==> config.mk <==
export PLATFORM = sky130hd
export DESIGN_NAME = mastermind_scorer
export DESIGN_NICKNAME = d
export VERILOG_FILES = /design/src/rtl/mastermind_scorer.sv
export SDC_FILE = /design/constraint.sdc
export NUM_CORES = 1
export LEC_CHECK = 0
export BUFFER_PORTS_ARGS = -buffer_cell sky130_fd_sc_hd__buf_2
export CORE_MARGIN = 2
export CORE_UTILIZATION = 40
export CTS_CLUSTER_DIAMETER = 150
export CTS_CLUSTER_SIZE = 40
export DETAILED_ROUTE_END_ITERATION = 8
export GPL_TIMING_DRIVEN = 0
export HOLD_SLACK_MARGIN = 0.02
export PLACE_DENSITY_LB_ADDON = 0.25
export SYNTH_ARGS = -nofsm -noshare
export SYNTH_HDL_FRONTEND = slang
export SYNTH_SLANG_ARGS = --single-unit
==> constraint.sdc <==
create_clock -name clk -period 5.72 [get_ports clk]
set_input_delay 0 -clock clk [delete_from_list [all_inputs] [get_ports clk]]
set_output_delay 0 -clock clk [all_outputs]
set_load 0.02 [all_outputs]
==> src/rtl/mastermind_scorer.sv <==
// mastermind_scorer: sequential black/white peg scorer for a 4-position Mastermind code.
// Optional guess limit enabled by defining MM_GUESS_LIMIT_EN.
module mastermind_scorer #(
  parameter int COLOR_W = 3,
  parameter int MAX_GUESSES = 10
) (
  input  logic               clk,
  input  logic               resetn,
  input  logic [COLOR_W-1:0] color_in,
  input  logic               load_code_1,
  input  logic               load_code_2,
  input  logic               load_code_3,
  input  logic               load_code_4,
  input  logic               load_guess_1,
  input  logic               load_guess_2,
  input  logic               load_guess_3,
  input  logic               load_guess_4,
  input  logic               compare,
  input  logic [1:0]         compare_i,
  input  logic               reach_result_3,
  output logic [2:0]         black,
  output logic [2:0]         white,
  output logic               result_valid,
  output logic               win,
  output logic [3:0]         guess_num,
  output logic               game_over
);
`ifdef MM_GUESS_LIMIT_EN
  localparam bit LIMIT = 1'b1;
`else
  localparam bit LIMIT = 1'b0;
`endif
  logic [COLOR_W-1:0] code [4];
  logic [COLOR_W-1:0] guess [4];
  logic [3:0] ld_c, ld_g, exact, hit, sel, used, base_u, used_n, gn_n;
  logic [2:0] acc_b, acc_w, base_b, base_w, nb, nw;
  logic step, fin, ex_i;
  assign ld_c = {load_code_4, load_code_3, load_code_2, load_code_1};
  assign ld_g = {load_guess_4, load_guess_3, load_guess_2, load_guess_1};
  assign step = compare && !game_over;
  assign fin = step && reach_result_3;
  assign base_b = compare_i == 2'd0 ? 3'd0 : acc_b;
  assign base_w = compare_i == 2'd0 ? 3'd0 : acc_w;
  assign base_u = compare_i == 2'd0 ? 4'd0 : used;
  assign ex_i = exact[compare_i];
  always_comb begin
    exact = '0;
    hit = '0;
    for (int k = 0; k < 4; k++) begin
      exact[k] = code[k] == guess[k];
      hit[k] = !exact[k] && !base_u[k] && code[k] == guess[compare_i];
    end
  end
  // isolate lowest candidate code position
  assign sel = hit & (~hit + 4'd1);
  assign used_n = ex_i ? base_u : base_u | sel;
  assign nb = base_b + {2'b0, ex_i};
  assign nw = base_w + {2'b0, !ex_i && |hit};
  assign gn_n = guess_num + {3'b0, guess_num != 4'hf};
  always_ff @(posedge clk) begin
    if (!resetn) begin
      for (int k = 0; k < 4; k++) begin
        code[k] <= '0;
        guess[k] <= '0;
      end
      acc_b <= '0;
      acc_w <= '0;
      used <= '0;
      black <= '0;
      white <= '0;
      result_valid <= 1'b0;
      win <= 1'b0;
      guess_num <= '0;
      game_over <= 1'b0;
    end else begin
      for (int k = 0; k < 4; k++) begin
        if (ld_c[k]) code[k] <= color_in;
        if (ld_g[k]) guess[k] <= color_in;
      end
      result_valid <= fin;
      if (step) begin
        acc_b <= nb;
        acc_w <= nw;
        used <= used_n;
      end
      if (fin) begin
        black <= nb;
        white <= nw;
        win <= nb == 3'd4;
        guess_num <= gn_n;
      end
      if (LIMIT && fin && (gn_n == 4'(MAX_GUESSES) || nb == 3'd4)) game_over <= 1'b1;
    end
  end
endmodule

==> run_results.csv, run 1 <==
group,metric,value,unit
global_routing,antenna_found_initial,0,
global_routing,grt_start_max_net_pins,15,
synth,ys_warn_count,0,
setup_path,cp_num_buf_inv,0,
pwr,p_per_area,272.0,mW/mm²
setup_path,reg2reg_slack,2.92,ns
setup_path,critPathMaxStageDelay,0.56,ns
clock_tree,clockBufferDepth,2,
setup_path,cp_cell_sequence,"mux4_2 -> xor2_1 -> nor4_2 -> nor3_1 -> a21oi_1 -> ha_1 -> ha_1 -> o21ai_0 -> a32oi_1 -> nor2b_1",
synth,synth_top_area_share,30.32,%
synth,synth_cell_type_count,35,
drt,ant_nets,0,
layout,final_cell_mix,"and3_1, buf_2, edfxtp_1",
synth,synth_compound_area_share,7.842,%
synth,synthFlopType,"edfxtp_1",
synth,syn_area_per_cell,10.90,µm²
sta,rsz0062_at_grt,"no",
setup_path,setup.worst_path.class,"register to register",
clock_tree,cts-buffers-inserted,5,
setup_path,critPathMaxFanout,4,
clock_tree,cts_max_level,2,
floorplan,io-pin-count,30,
floorplan,start_util,40.88,%
synth,synth_top_family_by_area,"simple AND/OR/NAND/NOR gates",
setup_path,required,5.92,ns
floorplan,die_x,81.09,µm
setup_path,cpMaxStageDelayCell,"mux4_2",
clock_tree,cts_repair_resize_count,0,
sta,period_share,49.02,%
global_routing,track_usage,16.39,%
place,gp_congestion,0.8461,
sta,setup_viol,0,
synth,synth_fa_ha_area_share,3.158,%
layout,fin_nets,274,
synth,synthesis.area,0.002377,mm²
synth,async_flop_share,0,%
layout,syn_to_final_growth,13.32,%
synth,yosys.area.top_type,"edfxtp_1",
drt,routed_via_density,5.147,
layout,diodes,0,
sta,drv_slew,0,
pwr,total_power,0.0007327,W
global_routing,grt-ovfl-total,0,
setup_path,arrival,3.01,ns
layout,layout-drive-gt1-share,17.06,%
place,portBuffers,25,
synth,synth_edf_count,24,
synth,synthSimpleGateAreaFrac,21.53,%
setup_path,cp_top_family,"simple AND/OR/NAND/NOR gates",
clock_tree,cts_root_buffer,"clkbuf_8",
synth,synth_xor_area_share,10.32,%
sta,tns,0,ns
synth,synth_nets,241,
synth,synth_mux_area_share,5.474,%
synth,synth_seq_cells,46,
pwr,leakage,1.132,nW
drt,vias,1683,
sta,clock.fmax,0.3566,GHz
floorplan,std_cell_rows,28,
drt,routedWlPerCell,14.75,µm
sta,setup_slack,2.916,ns
floorplan,die_y,81.09,µm
drt,finalWirelength,4824,µm
pwr,ir_drop,0.0001121,V
sta,period_needed,2.804,ns
layout,n_fill_cell,578,
clock_tree,clock_sinks,46,
setup_path,cp-end-kind,"register",
outcome,status,"finished clean",
hold_path,holdCritPathClass,"input pin to register",
place,place_ws,2.943,ns
global_routing,grt_pass1_vias,1635,
synth,postSynthCellCount,218,
job,cap_violations,0,
synth,synth-seq-area-share,48.84,%
clock_tree,clock_latency,0.30,ns
place,hpwl,3696,µm
floorplan,coreArea,0.005816,mm²
sta,finClkSkew,0.01194,ns
drt,drtIter0Drc,109,
setup_path,startpoint_type,"register",
synth,synth.area.top_cells,"edfxtp_1, dfxtp_1, xnor2_1, and3_1, mux4_2",
clock_tree,cts_tree,"done",
setup_path,cpMostUsedCell,"ha_1",
sta,hold_viol_final,0,
drt,dr.pass1.iters,5,
clock_tree,clk_pin_slew,0.09,ns
drt,drcViolationCount,0,
floorplan,die-area,0.006576,mm²
global_routing,grt_first_pass_wirelength,8024,µm
-- worst paths after layout --
path                                   from                  endpoint  depth (start not counted)
setup / recovery  guess[1][2]$_SDFFCE_PN0P_     acc_w[2]$_SDFFE_PN0P_                         10
hold / removal                  load_code_1  code[0][1]$_SDFFCE_PN0P_                          2
setup reg to reg  guess[1][2]$_SDFFCE_PN0P_     acc_w[2]$_SDFFE_PN0P_                         10
hold reg to reg       black[0]$_SDFFE_PN0P_     black[0]$_SDFFE_PN0P_                          2
-- through the flow --
stage | std cells | hold slack, ns | util, % | area [µm²]
6_report | 327 | 0.02937 | 46.32 | 2694
5_1_grt | 327 | 0.03639 | 46.32 | 2694
4_1_cts | 327 | 0.02205 | 46.32 | 2694
3_5_place_dp | 318 | 0.2994 | 44.64 | 2596
3_3_place_gp | 318 | 0.2993 | 44.64 | 2596
2_1_floorplan | 218 | 0.1592 | - | 2377
-- routing by layer --
layer	up-vias	routed length, µm	track usage, %	part of all wire [%]
met2	27	2305	26.28	48
met4	0	72	6.102	1.5
met1	800	2288	22.36	47
li1	851	-	-	-
met5	-	0	0	0
met3	5	158	2.667	3.3
-- synthesized netlist by cell type, types with 2 or more instances --
| master | count |
|---|---|
| clkbuf_1 | 10 |
| xor2_1 | 7 |
| edfxtp_1 | 24 |
| mux4_2 | 4 |
| dfxtp_1 | 22 |
| and2_1 | 8 |
| mux2i_1 | 4 |
| nor2b_1 | 7 |
| nand2b_1 | 8 |
| o21ai_0 | 5 |
| nand4_1 | 6 |
| nand2_1 | 23 |
| inv_1 | 2 |
| ha_1 | 6 |
| a31oi_1 | 2 |
| a32oi_1 | 5 |
| and3_1 | 25 |
| nor2_1 | 2 |
| o211a_1 | 2 |
| nand3_1 | 6 |
| xnor2_1 | 21 |
| a21boi_0 | 6 |
-- repair_timing --
action	4_1_cts	5_1_grt
buffers inserted	0	0
hold endpoints to repair	1	0
hold buffers	1	0
-- kinds of logic (layout without fill, tap and decap cells) --
| family | Yosys count | in the layout |
|---|---|---|
| AND/OR/NAND/NOR | 91 | 91 |
| flip-flops | 46 | 46 |
| XOR/XNOR | 28 | 28 |
| AO/OA/AOI/OAI | 24 | 24 |
| buffers and inverters | 14 | 48 |
| multiplexers | 8 | 8 |
| adder cells (fa/ha/maj) | 6 | 6 |
| other | 1 | 1 |
-- registers in the layout, summed over array words and instances, names as in the netlist --
signal,flops
code,12
black,3
result_valid,1
acc_w,3
used,4
win,1
guess_num,4
guess,12
acc_b,3
white,3
-- worst reg2reg max path, delay by kind of cell, from the launching register on --
kind / cells / cell delay, ns
adders and majority gates: 2 / 0.38
DFF: 1 / 0.44
and+or+nand+nor: 3 / 0.60
xor gates and xnor gates: 1 / 0.18
muxes: 1 / 0.56
AOI/OAI and AO/OA: 3 / 0.54
-- report_power, final --
group	leakage, nW	internal, W	switching, W	total (W)
registers	0.437	0.000372	0.0000178	0.000390
clock network	0.0481	0.0000880	0.000112	0.000200
logic	0.647	0.0000657	0.0000769	0.000143
total	1.13	0.000526	0.000207	0.000733
-- layout make-up --
class,count,area (µm²),share of cell area (%)
plain buffers,12,56.30,2.090
well taps,75,93.84,3.484
repair buffers,26,135.1,5.016
clock inverters,2,13.76,0.5109
clock buffers,6,73.82,2.740
multi-input cells,158,1152,42.78
inverters,2,7.507,0.2787
flip-flops and latches,46,1161,43.10
(Power assumes the default switching activity.)
==> inputs of run 2 (changes only) <==
clock period = 2.3 ns   (was 5.72 ns; I/O delays follow)
==> run 2 against run 1 <==
Compared with the run above: the flow now finishes with violations (negative setup slack); critical path type unchanged; worst setup slack lost 3.2 ns; non-clock buffer count grew 11; utilization grew 4.4 points; highest routed layer unchanged; clock-buffer cell count is the same; worst hold slack gained 0.013 ns; combinational power grew to 3.3 times the previous value; first-iteration DRC count shrank 35%; sequential share of layout area shrank 3.8 points.
==> run_results.csv, run 2 (synthesized netlist as in run 1, its figures left out) <==
group,metric,value,unit
drt,drtIter0Drc,71,
drt,drcViolationCount,0,
drt,finalWirelength,5227,µm
place,placed_cell_area,0.002611,mm²
pwr,pwr-share-clk,29.0,%
sta,tightest_slew,0.5367,ns
drt,wl_met3,199,µm
sta,slew_headroom,64.22,%
clock_tree,clock_sinks,46,
sta,hold_viol_final,0,
sta,period_share,110.9,%
clock_tree,clk_pin_slew,0.09,ns
layout,fin_cells,338,
place,portBuffers,25,
clock_tree,cts-buffers-inserted,5,
drt,highest_layer,"met4",
place,place_ws,-0.3666,ns
drt,routedWlPerCell,15.46,µm
layout,diodes,0,
drt,dr.pass1.iters,4,
floorplan,die-area,0.006576,mm²
layout,layout-drive-gt1-share,25.86,%
drt,ant_nets,0,
global_routing,grt_first_pass_wirelength,7893,µm
place,hpwl,3669,µm
sta,drv_slew,0,
global_routing,track_usage,16.21,%
layout,fin_nets,285,
place,gp_congestion,0.8356,
global_routing,antenna_found_initial,0,
floorplan,die_x,81.09,µm
place,dpl.cell_count,318,
drt,vias,1772,
pwr,p_switching,0.0005486,W
floorplan,die_y,81.09,µm
pwr,p_int,0.001483,W
pwr,leakage,1.219,nW
drt,dr_wl_met2,2518,µm
pwr,ir_drop,0.0002514,V
pwr,p_seq_share,47.9,%
global_routing,grt_pass1_vias,1645,
floorplan,std_cell_rows,28,
layout,syn_to_final_growth,24.16,%
floorplan,start_util,40.88,%
sta,setup_slack,-0.2518,ns
clock_tree,cts_root_buffer,"clkbuf_8",
setup_path,cp-end-kind,"register",
layout,fin_area,0.002952,mm²
global_routing,grt_start_max_net_pins,15,
drt,met1_length,2406,µm
floorplan,coreArea,0.005816,mm²
clock_tree,cts_tree,"done",
clock_tree,cts_max_level,2,
pwr,p_per_area,688.4,mW/mm²
sta,clock.fmax,0.3919,GHz
setup_path,startpoint_type,"register",
sta,rsz0062_at_grt,"yes",
floorplan,io-pin-count,30,
sta,period_needed,2.552,ns
sta,finClkSkew,0.008982,ns
global_routing,grt-ovfl-total,0,
setup_path,setup.worst_path.class,"register to register",
layout,final_cell_mix,"and3_1, buf_2, edfxtp_1",
layout,reg.largest.list,"code (12), guess (12)",
outcome,violations,"negative setup slack",
outcome,status,"finished, violations left",
clock_tree,clock_latency,0.30,ns
hold_path,holdCritPathClass,"input pin to register",
setup_path,critPathMaxFanout,4,
drt,routed_via_density,5.243,
pwr,power_frac_comb,23.1,%
clock_tree,clockBufferDepth,2,
sta,setup_viol,7,
setup_path,arrival,2.75,ns
job,cap_violations,0,
pwr,sw_frac_of_total,27.00,%
setup_path,required,2.50,ns
-- run 2: changes by cell type in the layout (fill, tap and decap cells not counted), moves of 2 or more --
cell / change
buf_4: +8
ha_1: -4
xnor2_1: -4
buf_6: +3
ha_4: +3
a21boi_0: -2
a21boi_1: +2
xnor2_2: +2
xnor2_4: +2
-- run 2: path summary, 6_finish.rpt --
path | from | cells past startpoint | slack (ns) | to
max | guess[2][1]$_SDFFCE_PN0P_ | 11 | -0.25 | white[2]$_SDFFE_PN0P_
min | load_guess_1 | 2 | 0.04 | guess[0][2]$_SDFFCE_PN0P_
max reg2reg | guess[2][1]$_SDFFCE_PN0P_ | 11 | -0.25 | white[2]$_SDFFE_PN0P_
min reg2reg | black[0]$_SDFFE_PN0P_ | 2 | 0.46 | black[0]$_SDFFE_PN0P_
-- run 2: through the flow --
stage	util [%]	hold slack (ns)	TNS, ns	power, W
3_5_place_dp	44.90	0.3021	-1.588	0.001348
5_1_grt	50.75	0.03954	-1.584	0.002118
2_1_floorplan	-	0.1592	-0.09279	0.001250
3_3_place_gp	44.90	0.3014	-1.407	0.001345
6_report	50.75	0.04275	-0.8416	0.002032
4_1_cts	47.61	0.03227	-1.588	0.001945
-- run 2: power groups by stage --
stage	Clock, W	Sequential, W	Combinational, W
after floorplan	0	0.000986	0.000264
after global placement	0	0.000987	0.000358
after detailed placement	0	0.000988	0.000360
after CTS	0.000599	0.000968	0.000378
after global routing	0.000630	0.000980	0.000508
final	0.000589	0.000973	0.000470
-- run 2: final cells by class --
type	instances	area, µm²
inverter	2	10.01
clock buffer	6	72.57
fill	523	2864
multi-input combinational	158	1291
timing repair buffer	37	229.0
tap	75	93.84
sequential	46	1161
buffer	12	56.30
clock inverter	2	37.54
-- run 2: timing repair --
| item | in CTS | in global routing |
|---|---|---|
| resized for setup | 2 | 22 |
| endpoints found under the setup margin | 8 | 11 |
| pin swaps | 5 | 9 |
| buffers inserted | 5 | 6 |
| endpoints found under the hold margin | 1 | 0 |
| hold buffers | 1 | 0 |
-- run 2: routing by layer --
metal	track usage, %	vias to the layer above
li1	-	876
met1	21.55	841
met2	24.88	45
met3	3.889	10
met4	7.797	0
met5	0	-
-- run 2: worst max-delay path: stages (launching register included) --
cell,delay [ns]
edfxtp_1,0.42
mux4_2,0.58
buf_6,0.16
xor2_1,0.13
nor2_1,0.11
nand4_1,0.17
a21oi_2,0.20
ha_2,0.20
ha_4,0.13
xor2_1,0.14
nand2_1,0.07
o211a_1,0.14
==> inputs of run 3 (changes only) <==
ABC_AREA = 1   (was not set)
CORE_UTILIZATION = 50   (was 40)
SLEW_MARGIN = 15   (was not set)
==> run 3 against run 2 <==
Compared with the run above: the run now ends clean; first-iteration DRC count grew 41%; cell area shrank 0.98%; global-route usage grew 4.4 points; final cell count grew 27%; die area shrank 13%; synthesized area grew 8.1%.
==> run_results.csv, run 3 <==
group,metric,value,unit
layout,final_cell_mix,"nand2_1, nor2_1, inv_1",
synth,async_flop_share,0,%
layout,final_common_cell,"nand2_1",
global_routing,grt_pass1_vias,1905,
global_routing,antenna_found_initial,0,
setup_path,critPathMaxStageDelay,0.45,ns
setup_path,cp-end-kind,"register",
drt,vias,2123,
clock_tree,clock_latency,0.30,ns
floorplan,die_y,75.68,µm
setup_path,critPathMaxFanout,5,
sta,rsz0062_at_grt,"yes",
setup_path,cp_top_family,"simple AND/OR/NAND/NOR gates",
drt,drtIter0Drc,100,
floorplan,coreArea,0.005042,mm²
pwr,p_per_area,669.7,mW/mm²
drt,dr.pass1.iters,4,
clock_tree,cts-buffers-inserted,5,
layout,reg.largest.list,"code (12), guess (12)",
place,hpwl,4169,µm
synth,syn_area_per_cell,7.928,µm²
sta,period_share,97.47,%
drt,finalWirelength,5399,µm
floorplan,start_util,50.94,%
pwr,ir_drop,0.0004897,V
setup_path,cp-startpoint,"guess[2][0]$_SDFFCE_PN0P_",
synth,yosys.area.top_type,"edfxtp_1",
synth,postSynthCellCount,324,
outcome,status,"finished clean",
synth,synth_seq_cells,46,
hold_path,min-delay-start,"load_code_3",
place,place_ws,0.1260,ns
global_routing,grt_first_pass_wirelength,8631,µm
synth,synthesis.area,0.002569,mm²
synth,synthFlopType,"edfxtp_1",
synth,synth_most_common_cell,"nand2_1",
pwr,leakage,1.352,nW
setup_path,cp.depth,14,
place,portBuffers,27,
synth,ys_top_cells_by_count,"nand2_1, nor2_1, inv_1",
sta,clock.fmax,0.4461,GHz
synth,synth_cell_type_count,31,
sta,hold_slack,0.03151,ns
global_routing,grt-ovfl-total,0,
setup_path,arrival,2.48,ns
sta,drv_slew,0,
setup_path,setup.worst_path.class,"register to register",
global_routing,track_usage,20.58,%
clock_tree,clock_sinks,46,
sta,tns,0,ns
sta,hold_viol_final,0,
clock_tree,cts_max_level,2,
synth,synth_edf_count,24,
floorplan,die_x,75.68,µm
global_routing,grt_start_max_net_pins,14,
synth,ys_warn_count,0,
layout,diodes,0,
setup_path,cpMostUsedCell,"nand2_1",
hold_path,holdCritPathClass,"input pin to register",
sta,setup_viol,0,
sta,period_needed,2.242,ns
layout,final_core_util,57.97,%
setup_path,required,2.54,ns
floorplan,std_cell_rows,26,
clock_tree,clockBufferDepth,2,
sta,setup_slack,0.05830,ns
drt,ant_nets,0,
hold_path,hold_path_depth,2,
clock_tree,clk_pin_slew,0.08,ns
sta,finClkSkew,0.01099,ns
floorplan,io-pin-count,30,
drt,routed_via_density,4.937,
setup_path,cpMaxStageDelayCell,"edfxtp_1",
setup_path,timing.rr.start,"guess[2][0]$_SDFFCE_PN0P_",
drt,drcViolationCount,0,
layout,n_fill_cell,456,
drt,routedWlPerCell,12.56,µm
synth,synth-seq-area-share,45.20,%
clock_tree,cts_root_buffer,"clkbuf_8",
setup_path,cp_num_buf_inv,0,
setup_path,startpoint_type,"register",
setup_path,cp_cell_sequence,"nor2_2 -> nor2_4 -> nand2_4 -> nand2_4 -> nand2_1 -> nand2_1 -> nor2_1 -> nand2_1 -> a31oi_1 -> ha_1 -> ha_1 -> xnor2_2 -> nand2_1 -> a21oi_1",
setup_path,ff2ff_path_depth,14,
synth,synth.area.top_cells,"edfxtp_1, dfxtp_1, nand2_1, nor2_1, inv_1",
synth,synth_nets,347,
job,cap_violations,0,
layout,syn_to_final_growth,13.78,%
layout,layout-drive-gt1-share,21.39,%
floorplan,die-area,0.005727,mm²
place,gp_congestion,0.8691,
clock_tree,cts_tree,"done",
synth,synth_top_area_share,28.06,%
layout,fin_nets,382,
[run 3: changes by cell type in the layout (fill, tap and decap cells not counted), sizes merged, moves of 8 or more]
cell	before	now
a21oi	1	18
and2	8	0
and3	25	0
inv	2	38
nand2	23	86
nand2b	8	0
nand3	6	22
nor2	2	54
o21ai	5	18
xnor2	21	10
[run 3: path summary, 6_finish.rpt]
kind / endpoint / slack, ns
worst max register to register: white[2]$_SDFFE_PN0P_ / 0.06
worst min register to register: acc_w[0]$_SDFFE_PN0P_ / 0.46
worst min-delay path: code[2][2]$_SDFFCE_PN0P_ / 0.03
worst max-delay path: white[2]$_SDFFE_PN0P_ / 0.06
[run 3: stage by stage]
| step | area, µm² | instances | total power (W) |
|---|---|---|---|
| global route | 2923 | 430 | 0.002049 |
| CTS | 2908 | 430 | 0.001960 |
| finish | 2923 | 430 | 0.001957 |
| detailed placement | 2791 | 421 | 0.001375 |
| floorplan | 2569 | 324 | 0.001269 |
| global placement | 2791 | 421 | 0.001362 |
[run 3: cell type report]
type	count	area (µm²)	share of cell area [%]
multi-input cells	231	1219	41.70
flip-flops and latches	46	1161	39.73
inverters	39	153.9	5.265
repair buffers	28	145.1	4.966
well taps	70	87.58	2.997
clock buffers	7	76.32	2.611
plain buffers	8	50.05	1.712
clock inverters	1	30.03	1.027
[run 3: logic make-up (layout without fill, tap and decap cells)]
family / count (synthesis) / in the layout / synth area share (%)
buffers and inverters: 47 / 83 / 7.939
XOR/XNOR: 11 / 11 / 3.751
flip-flops: 46 / 46 / 45.20
other: 1 / 1 / 0.1460
AO/OA/AOI/OAI: 38 / 38 / 7.794
adder cells (fa/ha/maj): 6 / 6 / 2.922
AND/OR/NAND/NOR: 175 / 175 / 32.25
[run 3: what timing repair did]
action	4_1_cts	5_1_grt
setup endpoints to repair	0	3
endpoints found under the hold margin	3	0
gates resized for setup	0	4
setup buffers	0	0
hold buffers	1	0
[run 3: where the power goes]
part | total, W | leakage (nW) | switching, W | internal [W]
sequential | 0.000972 | 0.438 | 0.0000465 | 0.000925
clock | 0.000592 | 0.0524 | 0.000267 | 0.000325
combinational | 0.000394 | 0.861 | 0.000245 | 0.000149
[run 3: layer usage]
metal	wire, µm	GRT usage (%)	share of wire [%]	up-vias
met5	0	0	0	-
met4	112	10.33	2.1	0
met3	197	3.571	3.6	12
met2	2477	32.85	46	49
met1	2612	27.02	48	962
li1	-	-	-	1100
[run 3: worst register-to-register path, stage by stage (launching register included)]
cell and delay, ns:
edfxtp_1 0.45, nor2_2 0.16, nor2_4 0.05, nand2_4 0.10, nand2_4 0.08, nand2_1 0.07, nand2_1 0.05, nor2_1 0.15
nand2_1 0.12, a31oi_1 0.24, ha_1 0.19, ha_1 0.19, xnor2_2 0.15, nand2_1 0.08, a21oi_1 0.12
